==> config.mk <==
export PLATFORM = sky130hd
export DESIGN_NAME = ucomb_seq
export DESIGN_NICKNAME = d
export VERILOG_FILES = /design/src/rtl/ucomb_pkg.sv /design/src/rtl/ucomb_misr.sv /design/src/rtl/ucomb_seq.sv
export SDC_FILE = /design/constraint.sdc
export NUM_CORES = 1
export LEC_CHECK = 0
export BUFFER_PORTS_ARGS = -buffer_cell sky130_fd_sc_hd__buf_2
export CAP_MARGIN = 20
export CELL_PAD_IN_SITES_DETAIL_PLACEMENT = 0
export CELL_PAD_IN_SITES_GLOBAL_PLACEMENT = 1
export CORE_ASPECT_RATIO = 1.2
export CORE_MARGIN = 10
export CORE_UTILIZATION = 46
export CTS_CLUSTER_DIAMETER = 50
export DETAILED_ROUTE_END_ITERATION = 8
export MAX_ROUTING_LAYER = met4
export PLACE_DENSITY_LB_ADDON = 0.1
export SLEW_MARGIN = 0
export SYNTH_ARGS = -nofsm -noshare
export SYNTH_HDL_FRONTEND = slang
export SYNTH_HIERARCHICAL = 1
export SYNTH_SLANG_ARGS = --single-unit
==> constraint.sdc <==
create_clock -name clk -period 5.4 [get_ports clk]
set_clock_uncertainty 0.15 [all_clocks]
set_input_delay 0.81 -clock clk [delete_from_list [all_inputs] [get_ports clk]]
set_output_delay 0.81 -clock clk [all_outputs]
set_load 0.05 [all_outputs]
==> src/rtl/ucomb_pkg.sv <==
// ============================================================================
// ucomb_pkg : shared opcodes, FSM encoding and signature defaults for
//             the universal-gate harness sequencer
// Revision  : 1.0
// ============================================================================
`default_nettype none

package ucomb_pkg;

  localparam int DUT_IN_W  = 19;
  localparam int DUT_OUT_W = 12;
  localparam int PAYLOAD_W = 17;

  localparam logic [1:0] OP_NOP  = 2'd0;
  localparam logic [1:0] OP_SEL  = 2'd1;
  localparam logic [1:0] OP_FUNC = 2'd2;
  localparam logic [1:0] OP_PIN  = 2'd3;

  localparam logic [15:0] SIG_POLY_DEFAULT = 16'h1021;
  localparam logic [15:0] SIG_INIT_DEFAULT = 16'hFFFF;

  typedef enum logic [2:0] {
    S_IDLE    = 3'd0,
    S_WR_SEL  = 3'd1,
    S_WR_FUNC = 3'd2,
    S_WR_PIN  = 3'd3,
    S_SWEEP   = 3'd4,
    S_DONE    = 3'd5
  } state_t;

  // One MISR step: Galois shift with polynomial feedback, harness output folded into the low bits
  function automatic logic [15:0] misr_step(
    input logic [15:0]          cur,
    input logic [15:0]          poly,
    input logic [DUT_OUT_W-1:0] data
  );
    logic [15:0] w_fb;
    w_fb = cur[15] ? poly : 16'h0000;
    return {cur[14:0], 1'b0} ^ w_fb ^ {4'h0, data};
  endfunction

endpackage

`default_nettype wire

==> src/rtl/ucomb_misr.sv <==
// ============================================================================
// ucomb_misr : 16-bit multiple-input signature register over the 12-bit
//              harness output; seeded on load, stepped on enable
// Revision   : 1.0
// ============================================================================
`default_nettype none

module ucomb_misr
  import ucomb_pkg::*;
#(
  parameter logic [15:0] POLY = SIG_POLY_DEFAULT,
  parameter logic [15:0] INIT = SIG_INIT_DEFAULT
) (
  input  logic                 clk,
  input  logic                 rst_n,
  input  logic                 load,
  input  logic                 enable,
  input  logic [DUT_OUT_W-1:0] data_in,
  output logic [15:0]          sig
);

  logic [15:0] r_sig;

  // load wins over enable so a new request always starts from the seed
  always_ff @(posedge clk or negedge rst_n) begin
    if (!rst_n) begin
      r_sig <= INIT;
    end else if (load) begin
      r_sig <= INIT;
    end else if (enable) begin
      r_sig <= misr_step(r_sig, POLY, data_in);
    end
  end

  assign sig = r_sig;

endmodule

`default_nettype wire

==> src/rtl/ucomb_seq.sv <==
// ============================================================================
// ucomb_seq : configuration and sweep sequencer for the universal-gate harness;
//             three config writes, N sweep vectors, signature of the outputs
// Revision  : 1.0
// ============================================================================
`default_nettype none

module ucomb_seq
  import ucomb_pkg::*;
#(
  parameter int          CNT_W    = 12,
  parameter logic [15:0] SIG_POLY = SIG_POLY_DEFAULT,
  parameter logic [15:0] SIG_INIT = SIG_INIT_DEFAULT
) (
  input  logic                 clk,
  input  logic                 rst_n,
  input  logic                 req_valid,
  output logic                 req_ready,
  input  logic [1:0]           req_sel,
  input  logic [15:0]          req_func,
  input  logic [3:0]           req_pin,
  input  logic [CNT_W-1:0]     req_count,
  input  logic                 abort,
  output logic [DUT_IN_W-1:0]  dut_in,
  input  logic [DUT_OUT_W-1:0] dut_out,
  output logic                 busy,
  output logic                 done,
  output logic [15:0]          sig
);

  localparam logic [CNT_W-1:0] c_one = CNT_W'(1);

  state_t              r_state;
  state_t              w_state_next;
  logic [1:0]          r_sel;
  logic [15:0]         r_func;
  logic [3:0]          r_pin;
  logic [CNT_W-1:0]    r_count;
  logic [CNT_W-1:0]    r_idx;
  logic [CNT_W-1:0]    w_idx_next;
  logic [CNT_W-1:0]    w_idx_inc;
  logic [DUT_IN_W-1:0] r_dut_in;
  logic [DUT_IN_W-1:0] w_dut_in_next;
  logic                w_idle;
  logic                w_accept;
  logic                w_abort;
  logic                w_last;
  logic                w_misr_en;

  assign w_idle    = (r_state == S_IDLE);
  assign w_accept  = req_valid & w_idle;
  assign w_abort   = abort & ~w_idle;
  assign w_idx_inc = r_idx + c_one;
  assign w_last    = (r_idx == (r_count - c_one));

  // dut_in is registered, so the bus word for the next state is chosen here
  always_comb begin
    w_state_next  = r_state;
    w_dut_in_next = '0;
    w_idx_next    = r_idx;

    case (r_state)
      S_IDLE: begin
        if (w_accept) begin
          w_state_next  = S_WR_SEL;
          w_dut_in_next = {15'b0, req_sel, OP_SEL};
          w_idx_next    = '0;
        end
      end
      S_WR_SEL: begin
        w_state_next  = S_WR_FUNC;
        w_dut_in_next = {1'b0, r_func, OP_FUNC};
      end
      S_WR_FUNC: begin
        w_state_next  = S_WR_PIN;
        w_dut_in_next = {13'b0, r_pin, OP_PIN};
      end
      S_WR_PIN: begin
        if (r_count == '0) begin
          w_state_next = S_DONE;
        end else begin
          w_state_next  = S_SWEEP;
          w_dut_in_next = {PAYLOAD_W'(r_idx), OP_NOP};
        end
      end
      S_SWEEP: begin
        w_idx_next = w_idx_inc;
        if (w_last) begin
          w_state_next = S_DONE;
        end else begin
          w_dut_in_next = {PAYLOAD_W'(w_idx_inc), OP_NOP};
        end
      end
      S_DONE: begin
        w_state_next = S_IDLE;
      end
      default: begin
        w_state_next = S_IDLE;
      end
    endcase

    if (w_abort) begin
      w_state_next  = S_IDLE;
      w_dut_in_next = '0;
    end
  end

  always_ff @(posedge clk or negedge rst_n) begin
    if (!rst_n) begin
      r_state  <= S_IDLE;
      r_dut_in <= '0;
      r_idx    <= '0;
    end else begin
      r_state  <= w_state_next;
      r_dut_in <= w_dut_in_next;
      r_idx    <= w_idx_next;
    end
  end

  // Request fields are captured only on accept; req_valid while busy is ignored
  always_ff @(posedge clk or negedge rst_n) begin
    if (!rst_n) begin
      r_sel   <= '0;
      r_func  <= '0;
      r_pin   <= '0;
      r_count <= '0;
    end else if (w_accept) begin
      r_sel   <= req_sel;
      r_func  <= req_func;
      r_pin   <= req_pin;
      r_count <= req_count;
    end
  end

  // An aborted sweep cycle leaves the signature untouched
  assign w_misr_en = (r_state == S_SWEEP) & ~abort;

  ucomb_misr #(
    .POLY (SIG_POLY),
    .INIT (SIG_INIT)
  ) u_misr (
    .clk     (clk),
    .rst_n   (rst_n),
    .load    (w_accept),
    .enable  (w_misr_en),
    .data_in (dut_out),
    .sig     (sig)
  );

  assign req_ready = w_idle;
  assign busy      = ~w_idle;
  assign done      = (r_state == S_DONE);
  assign dut_in    = r_dut_in;

endmodule

`default_nettype wire

# Yosys cells after proc, flatten, opt, wreduce, memory -nomap -nowiden

Cells that the tools add are included.

Flip-flop bits (word level): 82
Input bits: 50

Add/sub/neg operators: 2
Equality and inequality tests: 9
Multiplexer cells: 15
Bitwise operators: 7
Reduce and logical (&&, ||, !) cells: 6

Operator list:

| cell                                                                     | number |
|---|---|
| 18-bit case mux with 5 select lines                                      | 1 |
| 16-bit two-way mux                                                       | 2 |
| 14-bit two-way mux                                                       | 2 |
| 12-bit case mux with 2 select lines                                      | 1 |
| 19-bit two-way mux                                                       | 1 |
| 16-bit by 12-bit XOR with 16-bit output                                  | 1 |
| 16-bit XOR                                                               | 1 |
| 3-bit case mux with 5 select lines                                       | 1 |
| 13-bit two-way mux                                                       | 1 |
| 12-bit by 1-bit adder with 12-bit output (second input constant)         | 1 |
| 12-bit == test                                                           | 1 |
| 12-bit logical NOT                                                       | 1 |
| 12-bit two-way mux                                                       | 1 |
| 12-bit by 1-bit subtractor with 12-bit output (second input constant)    | 1 |
| 3-bit two-way mux                                                        | 3 |
| 3-bit by 2-bit == test with 1-bit output (second input constant)         | 2 |
| 3-bit == test (second input constant)                                    | 2 |
| 4-bit two-way mux                                                        | 1 |
| 2-bit AND reduction                                                      | 2 |
| 2-bit nonzero test                                                       | 2 |
| 1-bit bitwise AND                                                        | 3 |
| 3-bit by 1-bit == test with 1-bit output (second input constant)         | 1 |
| 3-bit logical NOT                                                        | 1 |
| 3-bit by 1-bit inequality test with 1-bit output (second input constant) | 1 |
| other kinds (4)                                                          | 5 |

# Depth between registers and ports, before layout

Gate-level depths: netlist of run 1.

Depth after elaboration: 5
Mapped depth: 8
Mapped depth without buffers: 8

# By module

Netlist of run 1, hierarchy kept.

By module, submodules not included:

| module     | instances | cells an instance | area each (µm²) |
|---|---|---|---|
| ucomb_seq  | 1         | 326               | 3407.0 |
| ucomb_misr | 1         | 66                | 812.0 |

# Worst setup path before layout of run 1

No wires, ideal clock.

Path type: reg2out
Start: register r_state[1]
End: output port busy
Arrival: 2350 ps
Data required time: 4440 ps
Slack: 2090 ps
Stages on the path, launching flop included: 4
Buffers on the path: 1
Path through: dfrtp_1 -> clkbuf_1 -> nor3_1 -> inv_1

Cells in the longest elaborated chain, start to end: 2

Ends and longest elaborated chain:

| what                     | line             | RTL |
|---|---|---|
| start: declaration       | ucomb_seq.sv:33  | `state_t r_state;` |
| start signal: assignment | ucomb_seq.sv:114 | `r_state <= w_state_next;` |
| 3-bit logical NOT        | ucomb_seq.sv:50  | `assign w_idle = (r_state == S_IDLE);` |
| net req_ready            | ucomb_seq.sv:18  | `output logic req_ready,` |
| 1-bit NOT                | ucomb_seq.sv:151 | `assign busy = ~w_idle;` |
| end: declaration         | ucomb_seq.sv:26  | `output logic busy,` |

The timed path passes the listed nets, and every way through them passes these cells.

# Worst setup path in the final report of run 1

Start: register r_count[0]
End: register r_dut_in[2], in the netlist dut_in[2]

Cells in the longest elaborated chain, start to end: 5

Ends and longest elaborated chain:

| what                                          | line             | RTL |
|---|---|---|
| start: declaration                            | ucomb_seq.sv:38  | `logic [CNT_W-1:0] r_count;` |
| start signal: assignment                      | ucomb_seq.sv:131 | `r_count <= req_count;` |
| 12-bit by 1-bit subtractor with 12-bit output | ucomb_seq.sv:54  | `assign w_last = (r_idx == (r_count - c_one));` |
| 12-bit == test                                | ucomb_seq.sv:54  |  |
| 14-bit two-way mux                            | ucomb_seq.sv:88  | `if (w_last) begin` |
| 18-bit case mux with 5 select lines *         | ucomb_seq.sv:62  | `case (r_state)` |
| 19-bit two-way mux *                          | ucomb_seq.sv:102 | `if (w_abort) begin` |
| net w_dut_in_next[2]                          | ucomb_seq.sv:43  | `logic [DUT_IN_W-1:0] w_dut_in_next;` |
| end signal: assignment                        | ucomb_seq.sv:115 | `r_dut_in <= w_dut_in_next;` |
| end: declaration                              | ucomb_seq.sv:42  | `logic [DUT_IN_W-1:0] r_dut_in;` |

The timed path passes the listed nets; every way through them passes the cells marked *.
A chain may end at the register's enable or synchronous reset.

==> impl_metrics.json, run 1 <==
{
  "synth_largest_type_area_fraction_pct": 38.6,
  "main_area_contributors_after_synthesis": "sky130_fd_sc_hd__dfrtp_1, sky130_fd_sc_hd__dfstp_2, sky130_fd_sc_hd__mux2_2, sky130_fd_sc_hd__xor2_1, sky130_fd_sc_hd__a211o_1",
  "final_max_slew_viol_count": 0,
  "fin_tns_setup_ns": 0,
  "grt_overflow": 0,
  "multiInputGateArea_mm2": 0.00203,
  "final-hold-violation-count": 0,
  "numClockSinks": 81,
  "clock_tree.root_cell": "sky130_fd_sc_hd__clkbuf_8",
  "drc": 0,
  "clk_pin_slew_worst_paths_ns": 0.08,
  "hp-class": "in2async",
  "vias_per_cell": 5.49,
  "synth_async_sr_flop_share_pct": 100,
  "max_capacitance_violation_count": 0,
  "htree_num_levels": 3,
  "synth-edff-count": 0,
  "synth_seq_cells": 81,
  "unrepaired_setup_endpoints_after_global_routing": "false",
  "die_w_um": 107,
  "initialDrtViolationCount": 179,
  "grt_use_total_pct": 16.4,
  "timing.final.crit_share_pct": 53.0,
  "num_rows": 38,
  "worstSetupStartpointType": "flop",
  "slew_headroom_pct": 41.4,
  "run_status": "completed",
  "initial_antenna_violation_count": 0,
  "postCtsResizedCells": 0,
  "io_pins": 88,
  "height_of_the_die_um": 125,
  "clock_path_buffers": 2,
  "r2r_start": "r_count[0]",
  "worst-path-max-fanout": 9,
  "synth_area_leader_cell": "sky130_fd_sc_hd__dfrtp_1",
  "critPathCaptureType": "flop",
  "final-setup-viol-count": 0,
  "cts-hold-fix-buffers": 0,
  "cts_tree": "built",
  "required_ns": 5.46,
  "cell_variety_after_synth": 53,
  "pwr_density_cell_mw_per_mm2": 570,
  "fillCellCount": 827,
  "worst-setup-path-type": "reg2reg",
  "area_delta_synth_final_pct": 17.4,
  "yosys_warnings": 6,
  "worst_r2r_endpoint": "dut_in[2]",
  "initial_utilization_pct": 47.0,
  "post_cts.repair.setup_buffers": 0,
  "synthesis.area_per_instance_um2": 10.8,
  "ff2ff_setup_slack_ns": 2.54,
  "finalWorstPathRequiredPeriod_ns": 2.86,
  "reg2regPathDepth": 8,
  "dr_total_vias": 3256,
  "worst_ep_arrival_time_ns": 2.92,
  "dominantRegCellSynth": "sky130_fd_sc_hd__dfrtp_1",
  "core_region_area_mm2": 0.00899,
  "place.gp.congestion": 0.809,
  "critPathLaunch": "r_count[0]",
  "regArea_mm2": 0.00205,
  "final_layout_size_suffix_gt1_share_pct": 33.8,
  "largest_net_degree_at_the_start_of_global_routing": 82,
  "fp.dieArea_mm2": 0.0134,
  "cts-buffers-inserted": 9,
  "fmax_mhz": 349,
  "mappedNetlistArea_mm2": 0.00422,
  "final_util_pct": 55.1,
  "nNetsFinal": 521,
  "power.static_leakage_nw": 2.16,
  "tightest_slew_ns": 0.876,
  "postRouteAntennaNets": 0,
  "placement.io_buffers": 86,
  "ir_worst_vdd_mv": 0.321,
  "grt_pass1_wl_um": 17200,
  "avgRoutedWirePerCell_um": 17.8,
  "first_global_vias": 3365,
  "synthesis.nets": 445,
  "drt-pass1-iter-count": 4,
  "antenna_cells_inserted": 0,
  "dp_hpwl_um": 7530,
  "worst_skew_pair.late_latency_ns": 0.37,
  "syn-instance-count": 392,
  "seq_area_frac_synth_pct": 48.5,
  "totalWireLength_um": 10600
}
[worst max-delay path: stages, from the launching register on]
cell and delay, ns:
sky130_fd_sc_hd__dfrtp_1 0.46, sky130_fd_sc_hd__inv_1 0.14, sky130_fd_sc_hd__ha_1 0.31, sky130_fd_sc_hd__nor2b_1 0.35, sky130_fd_sc_hd__nand4_1 0.23, sky130_fd_sc_hd__a2111oi_4 0.41, sky130_fd_sc_hd__o2111ai_2 0.20, sky130_fd_sc_hd__o21ai_4 0.33
sky130_fd_sc_hd__o22ai_1 0.13
[routing by layer]
layer / vias up / track usage (%) / share of wire, %
met5: - / - / 0
met2: 97 / 25.2 / 47
met3: 19 / 3.16 / 5.3
met4: 0 / 7.95 / 2.3
met1: 1573 / 20.3 / 45
li1: 1567 / - / -
[stage by stage]
stage / total power [mW] / std cells / cell area (um2) / hold slack, ns / setup WS [ns]
after floorplan: 2.02 / 392 / 4220 / 0.299 / 2.09
after global placement: 2.33 / 576 / 4710 / 0.308 / 2.73
after detailed placement: 2.35 / 576 / 4710 / 0.315 / 2.58
after CTS: 2.85 / 592 / 4930 / 0.335 / 2.56
after global routing: 3.01 / 593 / 4950 / 0.163 / 2.35
final: 2.83 / 593 / 4950 / 0.154 / 2.54
[layout by cell type (no fill, tap or decap), drive strengths merged, types with 8 or more instances in the layout]
cell type	n
a211o	17
a21oi	9
a22oi	10
buf	90
clkbuf	9
dfrtp	65
dfstp	16
inv	8
mux2	29
nand2	19
nor2	27
nor2b	19
nor3	10
o21ai	27
xnor2	13
xor2	21
[worst max-delay path by stage]
stage	to	depth (start not counted)
3_5_place_dp	dut_in[13]	8
4_1_cts	dut_in[6]	8
5_1_grt	dut_in[6]	8
3_3_place_gp	dut_in[2]	7
6_report	dut_in[2]	8
2_1_floorplan	busy	3
[layout make-up]
class | instances | share of cell area, %
Clock inverter | 7 | 1.89
Clock buffer | 9 | 2.50
Multi-Input combinational cell | 279 | 41.0
Inverter | 7 | 0.530
Sequential cell | 81 | 41.3
Timing Repair Buffer | 90 | 9.75
Tap cell | 120 | 3.03
[power breakdown]
group / internal (mW) / leakage, nW / switching [mW]
Sequential: 0.851 / 0.992 / 0.197
Clock: 0.260 / 0.106 / 0.227
Combinational: 0.463 / 1.06 / 0.826
Total: 1.57 / 2.16 / 1.25
[synth_stat cells (all sizes together) (2+ instances only)]
cell type  number
mux2           29
nor3b           2
nand3           6
a31oi           3
buf            13
a21o            2
a211o          17
nand2          19
mux2i           2
o21a            6
ha              3
nand4           6
a221o           2
o31ai           3
inv             7
a22oi          10
xnor2          13
a21oi           9
a31o            2
and3            6
nor2b          19
a211oi          2
clkbuf         12
nand3b          2
a32oi           3
and2            7
dfstp          16
xor2           21
nor2           27
nor3           10
dfrtp          65
o22ai           6
o21ai          27
[registers in the layout (all words and copies together) (netlist names)]
signal / flops
dut_in: 18
r_func: 16
u_misr/sig: 16
r_count: 12
r_idx: 12
r_pin: 4
r_state: 3
[cells by family (layout without fill, tap and decap cells)]
group           count (synthesis)  in the layout  share of synthesized area (%)
xor+xnor                       35             35                           7.62
simple gates                  109            109                           13.6
flops                          81             81                           48.5
compound gates                100            100                           17.6
mux                            31             31                           8.21
buf+inv                        32            113                           3.44
other cells                     1              1                         0.0889
fa+ha+maj                       3              3                          0.890
(Power assumes the default switching activity.)
==> inputs of run 2 (changes only) <==
Settings changed: ABC_AREA set to 1, CORE_UTILIZATION 46 to 36.
Clock period 5.4 ns to 2.5 ns, I/O delays scaled along.
==> run 2 against run 1 <==
Against the previous run: combinational power increased by 140%; first-iteration DRC count decreased by 9.5%; cell area increased by 7.4%; wire length increased by 7.1%; critical path type unchanged; clock-buffer cell count increased by 1; flip-flop and latch count unchanged.
==> impl_metrics.json, run 2 <==
{
  "run_status": "completed",
  "fp.dieArea_mm2": 0.0168,
  "yosysMostFrequentCell": "sky130_fd_sc_hd__nand2_1",
  "worstSetupStartpointType": "flop",
  "largest_net_degree_at_the_start_of_global_routing": 49,
  "synth-edff-count": 0,
  "antenna_cells_inserted": 0,
  "fin_tns_setup_ns": 0,
  "synth_async_sr_flop_share_pct": 100,
  "switching_share_pct": 44.7,
  "dr_total_vias": 3659,
  "placement.setup.worst_slack_ns": 0.257,
  "grt_use_total_pct": 14.4,
  "postLayoutSetupSlackWorst_ns": 0.398,
  "die_w_um": 120,
  "power.switching_mw": 3.13,
  "io_pins": 88,
  "worst_ep_arrival_time_ns": 2.16,
  "avgRoutedWirePerCell_um": 14.2,
  "pwr-share-seq_pct": 32.6,
  "regArea_mm2": 0.00205,
  "mappedNetlistArea_mm2": 0.00433,
  "vias_per_cell": 4.60,
  "critical_path.slowest_cell": "sky130_fd_sc_hd__dfrtp_1",
  "multiInputGateArea_mm2": 0.00195,
  "synthesis.area_per_instance_um2": 7.94,
  "tightest_slew_ns": 0.557,
  "cell_variety_after_synth": 34,
  "dominantRegCellSynth": "sky130_fd_sc_hd__dfrtp_1",
  "drt-pass1-iter-count": 4,
  "slew_headroom_pct": 62.8,
  "placement.io_buffers": 86,
  "share_clk_of_total_power_pct": 23.5,
  "clock_tree.root_cell": "sky130_fd_sc_hd__clkbuf_16",
  "final-setup-viol-count": 0,
  "core_region_area_mm2": 0.0117,
  "worst_hold_path.num_cells": 3,
  "ir_worst_vdd_mv": 0.763,
  "cts-buffers-inserted": 9,
  "nNetsFinal": 687,
  "final_layout_size_suffix_gt1_share_pct": 28.3,
  "worst-setup-path-type": "reg2reg",
  "initial_utilization_pct": 37.0,
  "clk_pin_slew_worst_paths_ns": 0.06,
  "synth_largest_type_area_fraction_pct": 37.6,
  "layout.cells.most_common": "sky130_fd_sc_hd__nand2_1",
  "grt_pass1_wl_um": 19400,
  "grt_overflow": 0,
  "synth_seq_cells": 81,
  "drc": 0,
  "required_ns": 2.56,
  "cts_tree": "built",
  "num_rows": 43,
  "commonest_non_fill_non_tap_cells_in_the_layout": "sky130_fd_sc_hd__nand2_1, sky130_fd_sc_hd__buf_2, sky130_fd_sc_hd__dfrtp_1",
  "height_of_the_die_um": 140,
  "fmax_mhz": 476,
  "largest_register_ffs": 18,
  "htree_num_levels": 3,
  "dp_hpwl_um": 8550,
  "totalWireLength_um": 11300,
  "cp_slowest_stage_delay_ns": 0.41,
  "worst_skew_pair.late_latency_ns": 0.34,
  "fillCellCount": 1221,
  "initialDrtViolationCount": 162,
  "synth_area_leader_cell": "sky130_fd_sc_hd__dfrtp_1",
  "timing.final.crit_share_pct": 84.1,
  "max_capacitance_violation_count": 0,
  "synthesis.nets": 598,
  "main_area_contributors_after_synthesis": "sky130_fd_sc_hd__dfrtp_1, sky130_fd_sc_hd__nand2_1, sky130_fd_sc_hd__dfstp_2, sky130_fd_sc_hd__inv_1, sky130_fd_sc_hd__nor2_1",
  "comb_power_share_pct": 43.8,
  "finalHoldWorstSlack_ns": 0.0753,
  "post_cts.repair.setup_buffers": 0,
  "yosys_warnings": 6,
  "area_delta_synth_final_pct": 23.0,
  "critPathCaptureType": "flop",
  "cellInternalPower_mw": 3.88,
  "numClockSinks": 81,
  "reg2regPathDepth": 11,
  "syn-instance-count": 545,
  "final_max_slew_viol_count": 0,
  "place.gp.congestion": 0.860,
  "hp-class": "in2reg",
  "initial_antenna_violation_count": 0,
  "total_power_mw": 7.01,
  "crit_path_cell_trace": "inv_2, ha_1, nand2_2, nor2_4, nand2_1, nand2_1, nand3_1, nor2_2, nand3_4, nand2_1, a21oi_1",
  "final-hold-violation-count": 0,
  "clock_path_buffers": 2,
  "pwr_density_cell_mw_per_mm2": 1320,
  "unrepaired_setup_endpoints_after_global_routing": "false",
  "worst-path-max-fanout": 13,
  "cpMostUsedCell": "sky130_fd_sc_hd__nand2_1",
  "seq_area_frac_synth_pct": 47.3,
  "first_global_vias": 3955,
  "synth_commonest_cells": "sky130_fd_sc_hd__nand2_1, sky130_fd_sc_hd__dfrtp_1, sky130_fd_sc_hd__inv_1, sky130_fd_sc_hd__nor2_1, sky130_fd_sc_hd__nand3_1",
  "postRouteAntennaNets": 0,
  "power.static_leakage_nw": 2.60,
  "finalWorstPathRequiredPeriod_ns": 2.10
}
## run 2: cell types whose count changed in the layout (fill, tap and decap cells not counted), sizes merged, moves of 9 or more
| cell | delta |
|---|---|
| xor2 | -15 |
| nand2 | +150 |
| mux2 | -29 |
| nor2 | +25 |
| inv | +52 |
| a211o | -17 |
| a22oi | -10 |
| nor2b | -19 |
| nand3 | +22 |
| a21oi | +29 |
| o21ai | +17 |
| nor3 | +9 |
## run 2: what timing repair did
item                       4_1_cts  5_1_grt
hold buffers                     1        0
hold endpoints to repair        17        0
setup endpoints to repair        0        2
gates resized for setup          0        1
## run 2: stage by stage
| step | instances | area [um2] | utilization (%) |
|---|---|---|---|
| 6_report | 796 | 5320 | 45.6 |
| 5_1_grt | 796 | 5320 | 45.6 |
| 4_1_cts | 796 | 5310 | 45.5 |
| 3_5_place_dp | 779 | 4930 | 42.2 |
| 3_3_place_gp | 779 | 4930 | 42.2 |
| 2_1_floorplan | 545 | 4330 | - |
## run 2: final timing paths
kind / startpoint / endpoint / slack (ns)
worst max-delay path: r_count[0] / dut_in[2] / 0.40
worst min-delay path: req_func[6] / r_func[6] / 0.08
worst max register to register: r_count[0] / dut_in[2] / 0.40
worst min register to register: u_misr/sig[13] / u_misr/sig[13] / 0.33
max in group asynchronous: rst_n / dut_in[15] / 1.21
min in group asynchronous: rst_n / r_count[7] / 0.38
## run 2: logic make-up after synthesis
| family | after synthesis | synth area share (%) |
|---|---|---|
| AND/OR/NAND/NOR | 272 | 28.3 |
| AO/OA/AOI/OAI | 90 | 11.8 |
| flip-flops | 81 | 47.3 |
| buffers and inverters | 79 | 7.75 |
| XOR/XNOR | 19 | 3.85 |
| adder cells (fa/ha/maj) | 3 | 0.868 |
| other | 1 | 0.0867 |
## run 2: metal layers
metal | vias to the layer above | GRT usage, % | routed length, um
met2 | 74 | 23.3 | 5380
met1 | 1668 | 17.5 | 5260
met4 | 0 | 3.75 | 143
met3 | 10 | 3.50 | 530
met5 | - | - | 0
li1 | 1907 | - | -
## run 2: area by class of cell
| class | instances | share of cell area (%) |
|---|---|---|
| multi-input combinational | 385 | 36.7 |
| timing repair buffer | 96 | 9.83 |
| clock buffer | 10 | 4.49 |
| inverter | 61 | 4.30 |
| clock inverter | 6 | 2.56 |
| tap | 157 | 3.69 |
| sequential | 81 | 38.5 |
## run 2: power groups by stage
stage | logic, mW | clock network (mW) | registers [mW]
floorplan | 1.71 | 0 | 2.93
global placement | 3.07 | 0 | 2.30
detailed placement | 3.10 | 0 | 2.31
CTS | 3.11 | 1.69 | 2.29
global route | 3.43 | 1.75 | 2.36
finish | 3.07 | 1.65 | 2.29
## run 2: critical path, delay by kind of cell, from the launching register on
family,cells,cell delay (ns)
simple gates,8,0.96
fa+ha+maj,1,0.25
buf+inv,1,0.14
compound gates,1,0.06
flops,1,0.41
==> inputs of run 3 (changes only) <==
Settings changed: ABC_AREA 1 to 0, CORE_UTILIZATION 36 to 38.
Clock period 2.5 ns to 1.9 ns, I/O delays scaled along.
==> run 3 against run 2 <==
Against the previous run: the run now ends with negative setup slack left; largest cell class is now multi-input gates; power is 39% higher; maximum frequency is 10% lower; non-clock buffer count is 59 higher; clock-buffer cell count stayed put; register-to-register slack worse by 0.84 ns; first-iteration DRC count is 4.9% higher; cell area is 11% higher; worst hold slack worse by 0.067 ns; largest power group unchanged; cell count is 16% lower; flip-flop and latch count stayed put; highest routed layer unchanged; clock power is 9.7% higher.
==> impl_metrics.json, run 3 (synthesis results as in run 1) <==
{
  "worst_r2r_endpoint": "dut_in[2]",
  "placement.io_buffers": 86,
  "pwr_density_cell_mw_per_mm2": 1650,
  "initial_antenna_violation_count": 0,
  "regArea_mm2": 0.00205,
  "fillCellCount": 988,
  "cts-buffers-inserted": 9,
  "initial_utilization_pct": 38.6,
  "max_capacitance_violation_count": 0,
  "fin_tns_setup_ns": -4.65,
  "worst_hold_path.num_cells": 3,
  "worst-path-max-fanout": 9,
  "postRouteAntennaNets": 0,
  "grt_overflow": 0,
  "globalRoute.busiestLayer": "met2",
  "fp.dieArea_mm2": 0.0157,
  "timing.hold.worst_endpoint": "r_count[1]",
  "worstSetupStartpointType": "flop",
  "vias_per_cell": 5.23,
  "hp-start": "req_count[1]",
  "timing.final.crit_share_pct": 123,
  "grt_use_met3_pct": 3.37,
  "multiInputGateArea_mm2": 0.00227,
  "reg2regPathDepth": 9,
  "clk_pin_slew_worst_paths_ns": 0.06,
  "nNetsFinal": 586,
  "gr-usage-met1_pct": 18.6,
  "run_status": "finished with violations",
  "unrepaired_setup_endpoints_after_global_routing": "true",
  "worst_ep_arrival_time_ns": 2.40,
  "place.gp.congestion": 0.849,
  "first_global_vias": 3707,
  "final_max_slew_viol_count": 0,
  "cts_tree": "built",
  "core_region_area_mm2": 0.0109,
  "commonest_non_fill_non_tap_cells_in_the_layout": "sky130_fd_sc_hd__buf_2, sky130_fd_sc_hd__dfrtp_1, sky130_fd_sc_hd__buf_4",
  "worst-setup-path-type": "reg2reg",
  "layout.cells.most_common": "sky130_fd_sc_hd__buf_2",
  "clock_path_buffers": 2,
  "antenna_cells_inserted": 0,
  "area_delta_synth_final_pct": 39.8,
  "grt_use_total_pct": 15.5,
  "largest_register_ffs": 18,
  "finalWorstPathRequiredPeriod_ns": 2.34,
  "dp_hpwl_um": 8770,
  "hp-class": "in2reg",
  "drc": 0,
  "grt_pass1_wl_um": 18800,
  "num_rows": 42,
  "grt.met2_usage_pct": 24.8,
  "largest_net_degree_at_the_start_of_global_routing": 35,
  "r2r_start": "r_count[1]",
  "ir_worst_vdd_mv": 0.918,
  "dr_total_vias": 3501,
  "placement.setup.worst_slack_ns": -0.506,
  "initialDrtViolationCount": 170,
  "die_w_um": 116,
  "drt-pass1-iter-count": 6,
  "ff2ff_setup_slack_ns": -0.44,
  "htree_num_levels": 3,
  "clock_tree.root_cell": "sky130_fd_sc_hd__clkbuf_16",
  "final_util_pct": 54.0,
  "postLayoutSetupSlackWorst_ns": -0.443,
  "failed_checks": "negative setup slack",
  "numClockSinks": 81,
  "finalHoldWorstSlack_ns": 0.00823,
  "instances_no_fill": 670,
  "fmax_mhz": 427,
  "totalWireLength_um": 11700,
  "final-hold-violation-count": 0,
  "final_layout_size_suffix_gt1_share_pct": 46.1,
  "height_of_the_die_um": 135,
  "avgRoutedWirePerCell_um": 17.4,
  "final-setup-viol-count": 13,
  "dp.cells": 648,
  "required_ns": 1.96,
  "io_pins": 88,
  "power.static_leakage_nw": 2.70,
  "critPathCaptureType": "flop",
  "worst_skew_pair.late_latency_ns": 0.34
}
==> run 3: cell types whose count changed in the layout (fill, tap and decap cells not counted), moves of 16 or more <==
cell                      change
sky130_fd_sc_hd__mux2_4      +29
sky130_fd_sc_hd__a211o_1     +17
sky130_fd_sc_hd__a21oi_1     -17
sky130_fd_sc_hd__nand3_1     -22
sky130_fd_sc_hd__buf_4       +49
sky130_fd_sc_hd__inv_1       -47
sky130_fd_sc_hd__nor2b_1     +17
sky130_fd_sc_hd__nor2_1      -16
sky130_fd_sc_hd__nand2_1    -133
==> run 3: worst max-delay path, stage by stage, from the launching register on <==
cell                        delay [ns]
sky130_fd_sc_hd__dfrtp_1          0.38
sky130_fd_sc_hd__inv_2            0.06
sky130_fd_sc_hd__ha_4             0.18
sky130_fd_sc_hd__o21ba_1          0.17
sky130_fd_sc_hd__a221o_1          0.36
sky130_fd_sc_hd__a2111oi_4        0.31
sky130_fd_sc_hd__o2111ai_2        0.20
sky130_fd_sc_hd__o21ai_4          0.19
sky130_fd_sc_hd__buf_12           0.14
sky130_fd_sc_hd__o22ai_1          0.08
==> run 3: layout make-up <==
type                            instances  share of cell area (%)
Clock buffer                           10                    4.05
Clock inverter                          6                    1.25
Inverter                                7                   0.445
Multi-Input combinational cell        279                    38.4
Sequential cell                        81                    34.8
Tap cell                              132                    2.80
Timing Repair Buffer                  155                    18.2
==> run 3: routing by layer <==
| layer | vias to the layer above | part of all wire [%] |
|---|---|---|
| li1 | 1700 | - |
| met1 | 1692 | 44 |
| met2 | 94 | 49 |
| met3 | 15 | 5.1 |
| met4 | 0 | 1.6 |
| met5 | - | 0 |
==> run 3: worst max-delay path by stage <==
stage	from	endpoint	slack, ns	cells after the start
after floorplan	r_count[0]	dut_in[2]	-0.38	8
after global placement	r_count[1]	dut_in[2]	-0.44	8
after detailed placement	r_count[1]	dut_in[9]	-0.51	8
after CTS	r_count[1]	dut_in[2]	-0.43	9
after global routing	r_count[1]	dut_in[2]	-0.59	9
final	r_count[1]	dut_in[2]	-0.44	9
==> run 3: timing repair <==
action                     CTS  global route
hold buffers                 1             0
setup endpoints to repair   15            37
hold endpoints to repair     8             0
gates resized for setup      8            24
pin swaps                    1             5
cloned                       0             1
buffers inserted             1             3
==> run 3: report_power, final <==
part / switching (mW) / internal, mW / total, mW
combinational: 2.71 / 2.26 / 4.97
sequential: 0.499 / 2.43 / 2.93
clock: 0.736 / 1.07 / 1.81
total: 3.95 / 5.76 / 9.71
==> run 3: stage by stage <==
stage,cell area [um2],power [mW]
5_1_grt,5900,10.3
3_5_place_dp,5370,7.63
6_report,5900,9.71
4_1_cts,5750,9.56
2_1_floorplan,4450,6.24
3_3_place_gp,5370,7.58
